$ cat src/rtl/shift_seq_ctrl.sv
// shift_seq_ctrl: full-duplex serial shift sequencer with valid/ready word intake
// and a one-cycle done pulse that presents the received word.
`default_nettype none

module shift_seq_ctrl #(
  parameter int WIDTH = 4,
  parameter int DIV   = 1,
  localparam int CW   = $clog2(WIDTH) + 1,
  localparam int DW   = (DIV > 1) ? $clog2(DIV) : 1
) (
  input  logic             clk,
  input  logic             clear,
  input  logic             in_valid,
  input  logic [WIDTH-1:0] din,
  output logic             in_ready,
  input  logic             si,
  output logic             so,
  output logic             busy,
  output logic             done,
  output logic [WIDTH-1:0] par_out,
  output logic [CW-1:0]    bit_cnt
);

  localparam logic [1:0] S_IDLE  = 2'd0;
  localparam logic [1:0] S_SHIFT = 2'd1;
  localparam logic [1:0] S_DONE  = 2'd2;

  logic [1:0]       state_q, state_d;
  logic [WIDTH-1:0] shreg_q, shreg_d;
  logic [WIDTH-1:0] par_q, par_d;
  logic [CW-1:0]    cnt_q, cnt_d;
  logic [DW-1:0]    div_q, div_d;
  logic [WIDTH-1:0] shifted;

  assign shifted = {si, shreg_q[WIDTH-1:1]};

  always_comb begin
    state_d = state_q;
    shreg_d = shreg_q;
    par_d   = par_q;
    cnt_d   = cnt_q;
    div_d   = div_q;
    case (state_q)
      S_IDLE: begin
        if (in_valid) begin
          shreg_d = din;
          cnt_d   = '0;
          div_d   = '0;
          state_d = S_SHIFT;
        end
      end
      S_SHIFT: begin
        // si is sampled only on the last clock of each bit period
        if (div_q == DW'(DIV - 1)) begin
          div_d   = '0;
          shreg_d = shifted;
          cnt_d   = cnt_q + 1'b1;
          if (cnt_q == CW'(WIDTH - 1)) begin
            par_d   = shifted;
            state_d = S_DONE;
          end
        end else begin
          div_d = div_q + 1'b1;
        end
      end
      S_DONE: begin
        cnt_d   = '0;
        state_d = S_IDLE;
      end
      default: state_d = S_IDLE;
    endcase
  end

  always_ff @(posedge clk or negedge clear) begin
    if (!clear) begin
      state_q <= S_IDLE;
      shreg_q <= '0;
      par_q   <= '0;
      cnt_q   <= '0;
      div_q   <= '0;
    end else begin
      state_q <= state_d;
      shreg_q <= shreg_d;
      par_q   <= par_d;
      cnt_q   <= cnt_d;
      div_q   <= div_d;
    end
  end

  assign in_ready = (state_q == S_IDLE);
  assign busy     = (state_q == S_SHIFT) || (state_q == S_DONE);
  assign done     = (state_q == S_DONE);
  assign so       = shreg_q[0];
  assign par_out  = par_q;
  assign bit_cnt  = cnt_q;

endmodule

`default_nettype wire

$ cat config.mk
export PLATFORM = sky130hd
export DESIGN_NAME = shift_seq_ctrl
export DESIGN_NICKNAME = d
export VERILOG_FILES = /design/src/rtl/shift_seq_ctrl.sv
export SDC_FILE = /design/constraint.sdc
export NUM_CORES = 1
export LEC_CHECK = 0
export CORE_UTILIZATION = 47
export CTS_CLUSTER_SIZE = 40
export DETAILED_ROUTE_END_ITERATION = 12
export PLACE_DENSITY = 0.89
export SYNTH_ARGS = -nofsm -noshare
export SYNTH_HDL_FRONTEND = slang
export SYNTH_SLANG_ARGS = --single-unit
$ cat constraint.sdc
create_clock -name clk -period 1.7 [get_ports clk]
set_input_delay 0.34 -clock clk [delete_from_list [all_inputs] [get_ports clk]]
set_output_delay 0.34 -clock clk [all_outputs]
set_load 0.005 [all_outputs]
# [Word-level counts from Yosys, hierarchy flattened]
# Index checks and enable logic that the tools add are counted.
[totals] wordCells=36 reg_bits=14 inputBits=8 out_inout_bits=11
[classes] muxes=13 n_reduce_logical=9 bitwise_logic=1 add_sub_neg=2 eq_ne=6
[ops] op="AND reduction 3 bit" count=4
[ops] op="case mux 3 bit (3 select lines)" count=1
[ops] op="2-to-1 mux 4 bit" count=2
[ops] op="case mux 4 bit (2 select lines)" count=1
[ops] op="2-to-1 mux 2 bit" count=3
[ops] op="2-to-1 mux 3 bit" count=2
[ops] op="inequality test 2 bit, second input constant" count=3
[ops] op="case mux 2 bit (2 select lines)" count=1
[ops] op="adder 3 x 1 -> 3 bit, second input constant" count=1
[ops] op="equality test 3 x 2 -> 1 bit, second input constant" count=1
[ops] op="nonzero test 3 bit" count=1
[ops] op="equality test 2 x 1 -> 1 bit, second input constant" count=1
[ops] op="equality test 2 bit, second input constant" count=1
[ops] op="zero test 2 bit" count=1
[ops] op="2-to-1 mux 1 bit" count=2
[ops] op="case mux 1 bit (2 select lines)" count=1
[ops] op="AND reduction 2 bit" count=1
[ops] op="nonzero test 2 bit" count=1
[ops] op="adder 1 bit, second input constant" count=1
[ops] op="logical OR 1 bit" count=1
[ops] op="inverter 1 bit" count=1

# [Logic depth before layout (Yosys ltp)]
# Gate-level depths: netlist of the first run.
[logic_depth] word_depth=4 ltp_mapped=6 ltp_nobuf=5

# [Least setup slack after synthesis of the first run]
# OpenSTA, ideal clock, no wires.
[synth_path] kind="register to register" start="register state_q[0]" end="register state_q[0]" required_time_ns=1.575 stages_incl_launch_ff=7 slack_ns=0.160 setup_time_ns=0.125 arrival_time_ns=1.415 period_less_slack_ns=1.540 n_path_buf=1 path_cell_list="dfrtp_1 > inv_1 > ha_1 > buf_4 > nor2b_4 > a21oi_4 > mux2_4"
[synth_via] elab_chain_cells=3 word_cells_on_any_way=7 classes_between="eq/ne: 4; mux: 1; reduce/logical: 2"
[synth_rtl] item="start, declared" line="28" text="logic [1:0] state_q, state_d;"
[synth_rtl] item="start signal, assigned" line="82" text="state_q <= state_d;"
[synth_rtl] item="zero test 2 bit (*)"
[synth_rtl] item="via in_ready" line="15" text="output logic in_ready,"
[synth_rtl] item="inequality test 2 bit (no source line)"
[synth_rtl] item="AND reduction 3 bit (no source line)"
# The timed path passes the listed nets; every way through them passes the cells marked *.
# A chain may end at the register's enable or synchronous reset.

# [Final worst setup path of the first run]
[layout_path] start="register state_q[0]" end="output busy"
[layout_via] elab_chain_cells=2 word_cells_on_any_way=3 classes_between="eq/ne: 2; reduce/logical: 1"
[layout_rtl] item="equality test 2 x 1 -> 1 bit / equality test 2 bit (equally long branches)" line="91" text="assign busy = (state_q == S_SHIFT) || (state_q == S_DONE);"
[layout_rtl] item="logical OR 1 bit (*)" line="91"
[layout_rtl] item="end, declared" line="18" text="output logic busy,"
# Every way passes the cells marked *; elsewhere a longest branch is shown, timed or not.

==> flow_summary.yaml, run 1 <==
floorplan:
  die_x_um: 41.9
  core-area_mm2: 0.00149
  io_pins: 19
  die_area_mm2: 0.00176
  row_count: 14
  start_util_pct: 50.3
  die_h_um: 41.9
timing:
  fin_skew_ns: 0.00105
  tightest_slew_ns: 0.607
  rsz0062_at_grt: "no"
  setup_viol: 0
  fin_crit_ns: 1.64
  worst_slew_margin_rel_pct: 59.4
  fmax_mhz: 609
  final-hold-violation-count: 0
  fin_crit_sh_pct: 96.5
  drv_slew: 0
  tns_ns: 0
layout:
  fill_cells: 118
  drive_gt1_share_pct: 31.5
  seq_area_um2: 325
  multi_input_area_um2: 419
  diodes: 0
  nNetsFinal: 106
  area_delta_synth_final_pct: 38.6
synth:
  synth_nets: 78
  syn_inst: 62
  synth_top_area_share_pct: 43.4
  ys_warn_count: 0
  yosysTopAreaCell: "dfrtp_1"
  synthesis.area_um2: 749
  synth-seq-cells: 13
  ys_seq_area_share_pct: 43.4
  synth.area.top_cells: "dfrtp_1 43%, ha_1 13%, mux2_2 12%, o22ai_1 6.7%, mux2_4 6.0%"
  synth_area_per_cell_um2: 12.1
  synth_cell_types: 17
worst_setup_path:
  required_ns: 1.36
  path_buf_inv: 3
  crit_family: "flip-flops"
  start_kind: "flip-flop"
  max_stage_delay_ns: 0.39
  crit_chain: "inv_2 -> buf_4 -> ha_4 -> clkdlybuf4s15_1"
  crit_path_top_delay_cell: "dfrtp_1"
  end_kind: "primary output"
  path_max_fanout: 2
  path_class: "flip-flop to primary output"
  cp.arrival_ns: 1.30
routing:
  route.antenna.remaining_nets: 0
  firstDrtPassIters: 4
  vias: 587
  drt_iter0_drc: 8
  routed_wl_um: 1750
  route.detailed.drc: 0
  wl_per_cell_um: 16.6
  viasPerCell: 5.59
grt:
  grt_use_total_pct: 21.9
  grt_max_degree: 14
  grt_pass1_vias: 605
  overflow: 0
  grt_first_pass_wirelength_um: 2830
  antenna_found_initial: 0
clock_tree:
  numCtsBuffers: 3
  cts_tree: "built"
  cts_root_buf: "clkbuf_4"
  htreeDepth: 1
  clkTransAtPathRegs_ns: 0.08
  clockBufferDepth: 2
  cts_sinks: 13
  clock_latency_ns: 0.27
  hold_buffers: 0
place:
  routabilityCongestion: 0.874
  hpwl_um: 1110
  portBuffers: 18
power:
  ir_worst_vdd_mv: 1.06
  powerDensity_mw_per_mm2: 1800
  p_total_mw: 1.87
  power_leakage_nw: 0.463
hold_path:
  hold_class: "primary input to asynchronous set/reset pin"
run:
  drv_cap: 0
run_status:
  status: "completed"
-- registers in the layout, summed over array words and instances (netlist names) --
signal and cells:
par_out 4, shreg_q 4, bit_cnt 3, state_q 2
-- layout make-up --
class / instances / share of cell area (%)
Sequential cell: 13 / 31.3
Inverter: 4 / 1.69
Multi-Input combinational cell: 43 / 40.4
Tap cell: 16 / 1.93
Timing Repair Buffer: 25 / 22.2
Clock buffer: 4 / 2.53
-- cell families after synthesis --
kind of cell    after synthesis  share of synthesized area, %
simple gates                  8                          6.68
compound gates               15                          13.2
buf+inv                       6                          4.01
mux                          12                          19.4
flops                        13                          43.4
fa+ha+maj                     8                          13.4
-- worst paths after layout --
kind,start,end,slack (ns),cells past startpoint
min in group clk,par_out[1],par_out[1],0.51,1
max in group asynchronous,clear,shreg_q[0],0.87,1
min,clear,state_q[0],0.44,1
min reg2reg,par_out[1],par_out[1],0.51,1
max,state_q[0],busy,0.06,4
max reg2reg,state_q[1],shreg_q[2],0.16,6
-- placed cells by master (no fill, tap or decap), drive strengths merged --
master	synthesis	final
inv	4	4
ha	8	8
nand2	3	3
a21oi	5	5
mux2i	1	1
nor2b	2	2
nand2b	2	2
clkdlybuf4s15	0	1
o31ai	1	1
o21ai	1	1
o22ai	8	8
mux2	11	11
clkbuf	0	4
clkdlybuf4s50	0	15
dlygate4sd2	0	2
buf	2	7
nor2	1	1
dfrtp	13	13
-- report_power, final --
group / total [mW] / internal (mW) / leakage, nW / switching (mW)
Sequential: 0.550 / 0.440 / 0.161 / 0.111
Clock: 0.198 / 0.0909 / 0.0150 / 0.107
Combinational: 1.12 / 0.651 / 0.287 / 0.466
Total: 1.87 / 1.18 / 0.463 / 0.684
-- Yosys cell counts --
cell,instances
a21oi_1,4
a21oi_4,1
buf_4,2
dfrtp_1,13
ha_1,8
inv_1,4
mux2_2,8
mux2_4,3
mux2i_1,1
nand2_1,3
nand2b_1,2
nor2_2,1
nor2b_1,1
nor2b_4,1
o21ai_0,1
o22ai_1,8
o31ai_1,1
-- per-stage QoR --
step | instances | hold WS, ns | area [µm²] | setup slack, ns | utilization, %
finish | 105 | 0.439 | 1040 | 0.0591 | 69.7
global placement | 97 | 0.488 | 957 | 0.0980 | 64.3
CTS | 105 | 0.460 | 1020 | 0.0237 | 68.8
floorplan | 62 | 0.0444 | 749 | 0.160 | -
detailed placement | 97 | 0.495 | 957 | 0.0574 | 64.3
global route | 105 | 0.500 | 1040 | 0.0143 | 69.7
-- timing repair --
action,4_1_cts,5_1_grt
gates resized for setup,8,3
setup buffers,4,0
setup endpoints to repair,3,3
-- metal layers --
layer  GRT usage [%]  wire length, µm  vias to the layer above
li1                -                -                      277
met1            25.6              732                      279
met2            39.1              885                       25
met3            3.04               80                        6
met4            10.3               48                        0
met5               0                0                        -
No activity file was read; power rests on OpenSTA's default activity.
==> run 2: changes to the inputs <==
PLACE_DENSITY = 0.78   (was 0.89)
==> flow_summary.yaml, run 2 (same netlist as run 1, synthesis figures left out) <==
power:
  power_frac_clock_pct: 11.1
  p_switching_mw: 0.607
  sw_frac_of_total_pct: 35.1
  p_seq_share_pct: 31.4
  p_total_mw: 1.73
  internal-power_mw: 1.12
  p_comb_share_pct: 57.5
  ir_worst_vdd_mv: 1.20
  powerDensity_mw_per_mm2: 1700
  power_leakage_nw: 0.461
layout:
  layout_commonest_cell: "clkdlybuf4s50_1"
  diodes: 0
  nNetsFinal: 105
  multi_input_area_um2: 407
  drive_gt1_share_pct: 30.7
  fill_cells: 126
  final_cell_mix: "15 x clkdlybuf4s50_1, 13 x dfrtp_1, 8 x mux2_2, 8 x o22ai_1, 7 x ha_1"
  final_core_util_pct: 68.2
  fin_cells: 104
  area_delta_synth_final_pct: 35.6
  seq_area_um2: 325
worst_setup_path:
  required_ns: 1.86
  crit_chain: "buf_4 -> ha_1 -> buf_4 -> a21oi_4 -> mux2_4"
  critPathMostFrequentCell: "buf_4"
  path_class: "flip-flop to flip-flop"
  crit_family: "flip-flops"
  max_stage_delay_ns: 0.40
  end_kind: "flip-flop"
  path_buf_inv: 2
  cp.arrival_ns: 1.79
  path_max_fanout: 8
  start_kind: "flip-flop"
  crit_path_top_delay_cell: "dfrtp_1"
run_status:
  status: "completed"
place:
  routabilityCongestion: 0.796
  hpwl_um: 1070
  placedCellCount: 98
  portBuffers: 18
timing:
  fin_crit_sh_pct: 96.0
  setup_viol: 0
  rsz0062_at_grt: "no"
  final-hold-violation-count: 0
  fin_crit_ns: 1.63
  tns_ns: 0
  worst_slew_margin_rel_pct: 77.7
  fmax_mhz: 613
  tightest_slew_ns: 0.334
  fin_skew_ns: 0.00106
  drv_slew: 0
routing:
  vias: 549
  wl_per_cell_um: 13.7
  routed_wl_um: 1420
  firstDrtPassIters: 3
  viasPerCell: 5.28
  route.detailed.drc: 0
  drt_iter0_drc: 4
  route.antenna.remaining_nets: 0
floorplan:
  die_x_um: 41.9
  start_util_pct: 50.3
  io_pins: 19
  die_area_mm2: 0.00176
  row_count: 14
  core-area_mm2: 0.00149
  die_h_um: 41.9
run:
  drv_cap: 0
clock_tree:
  cts_root_buf: "clkbuf_4"
  clkTransAtPathRegs_ns: 0.08
  htreeDepth: 1
  numCtsBuffers: 3
  clockBufferDepth: 2
  clock_latency_ns: 0.27
  cts_tree: "built"
  cts_sinks: 13
grt:
  grt_pass1_vias: 509
  grt_use_total_pct: 17.8
  grt_max_degree: 9
  grt_first_pass_wirelength_um: 2300
  overflow: 0
  antenna_found_initial: 0
hold_path:
  hold_class: "primary input to asynchronous set/reset pin"
-- run 2: metrics by stage --
stage	instance area, µm²	hold slack, ns	setup WS, ns
after CTS	1020	0.319	0.0699
after global placement	965	0.489	0.114
after global routing	1020	0.330	0.0222
after floorplan	749	0.0444	0.160
after detailed placement	965	0.495	0.0942
final	1020	0.324	0.0675
-- run 2: final timing paths --
kind | startpoint | endpoint | slack, ns | cells after the start
setup reg to reg | state_q[0] | state_q[1] | 0.07 | 5
setup / recovery | state_q[0] | state_q[1] | 0.07 | 5
hold reg to reg | par_out[1] | par_out[1] | 0.51 | 1
min in group clk | par_out[1] | par_out[1] | 0.51 | 1
max in group asynchronous | clear | state_q[0] | 0.95 | 2
hold / removal | clear | par_out[1] | 0.32 | 1
-- run 2: area by class of cell --
| type | count | share of cell area (%) |
|---|---|---|
| Multi-Input combinational cell | 43 | 40.0 |
| Sequential cell | 13 | 32.0 |
| Timing Repair Buffer | 24 | 21.8 |
| Clock buffer | 3 | 2.22 |
| Tap cell | 16 | 1.97 |
| Inverter | 4 | 1.48 |
| Clock inverter | 1 | 0.493 |
-- run 2: power by group through the flow --
stage	Combinational [mW]	Clock (mW)	Sequential, mW
floorplan	0.611	0	0.542
global placement	0.932	0	0.548
detailed placement	0.954	0	0.561
CTS	1.00	0.198	0.542
global route	1.09	0.218	0.559
finish	0.994	0.191	0.543
-- run 2: repair_timing --
item,4_1_cts,5_1_grt
resized for setup,7,0
setup buffers,2,0
hold buffers,0,0
endpoints found under the setup margin,3,0
-- run 2: layer usage --
metal	GRT usage, %	vias to the layer above	part of all wire [%]
li1	-	274	-
met1	23.7	263	48
met2	27.8	10	49
met3	1.30	2	2.0
met4	11.6	0	1.2
met5	0	-	0
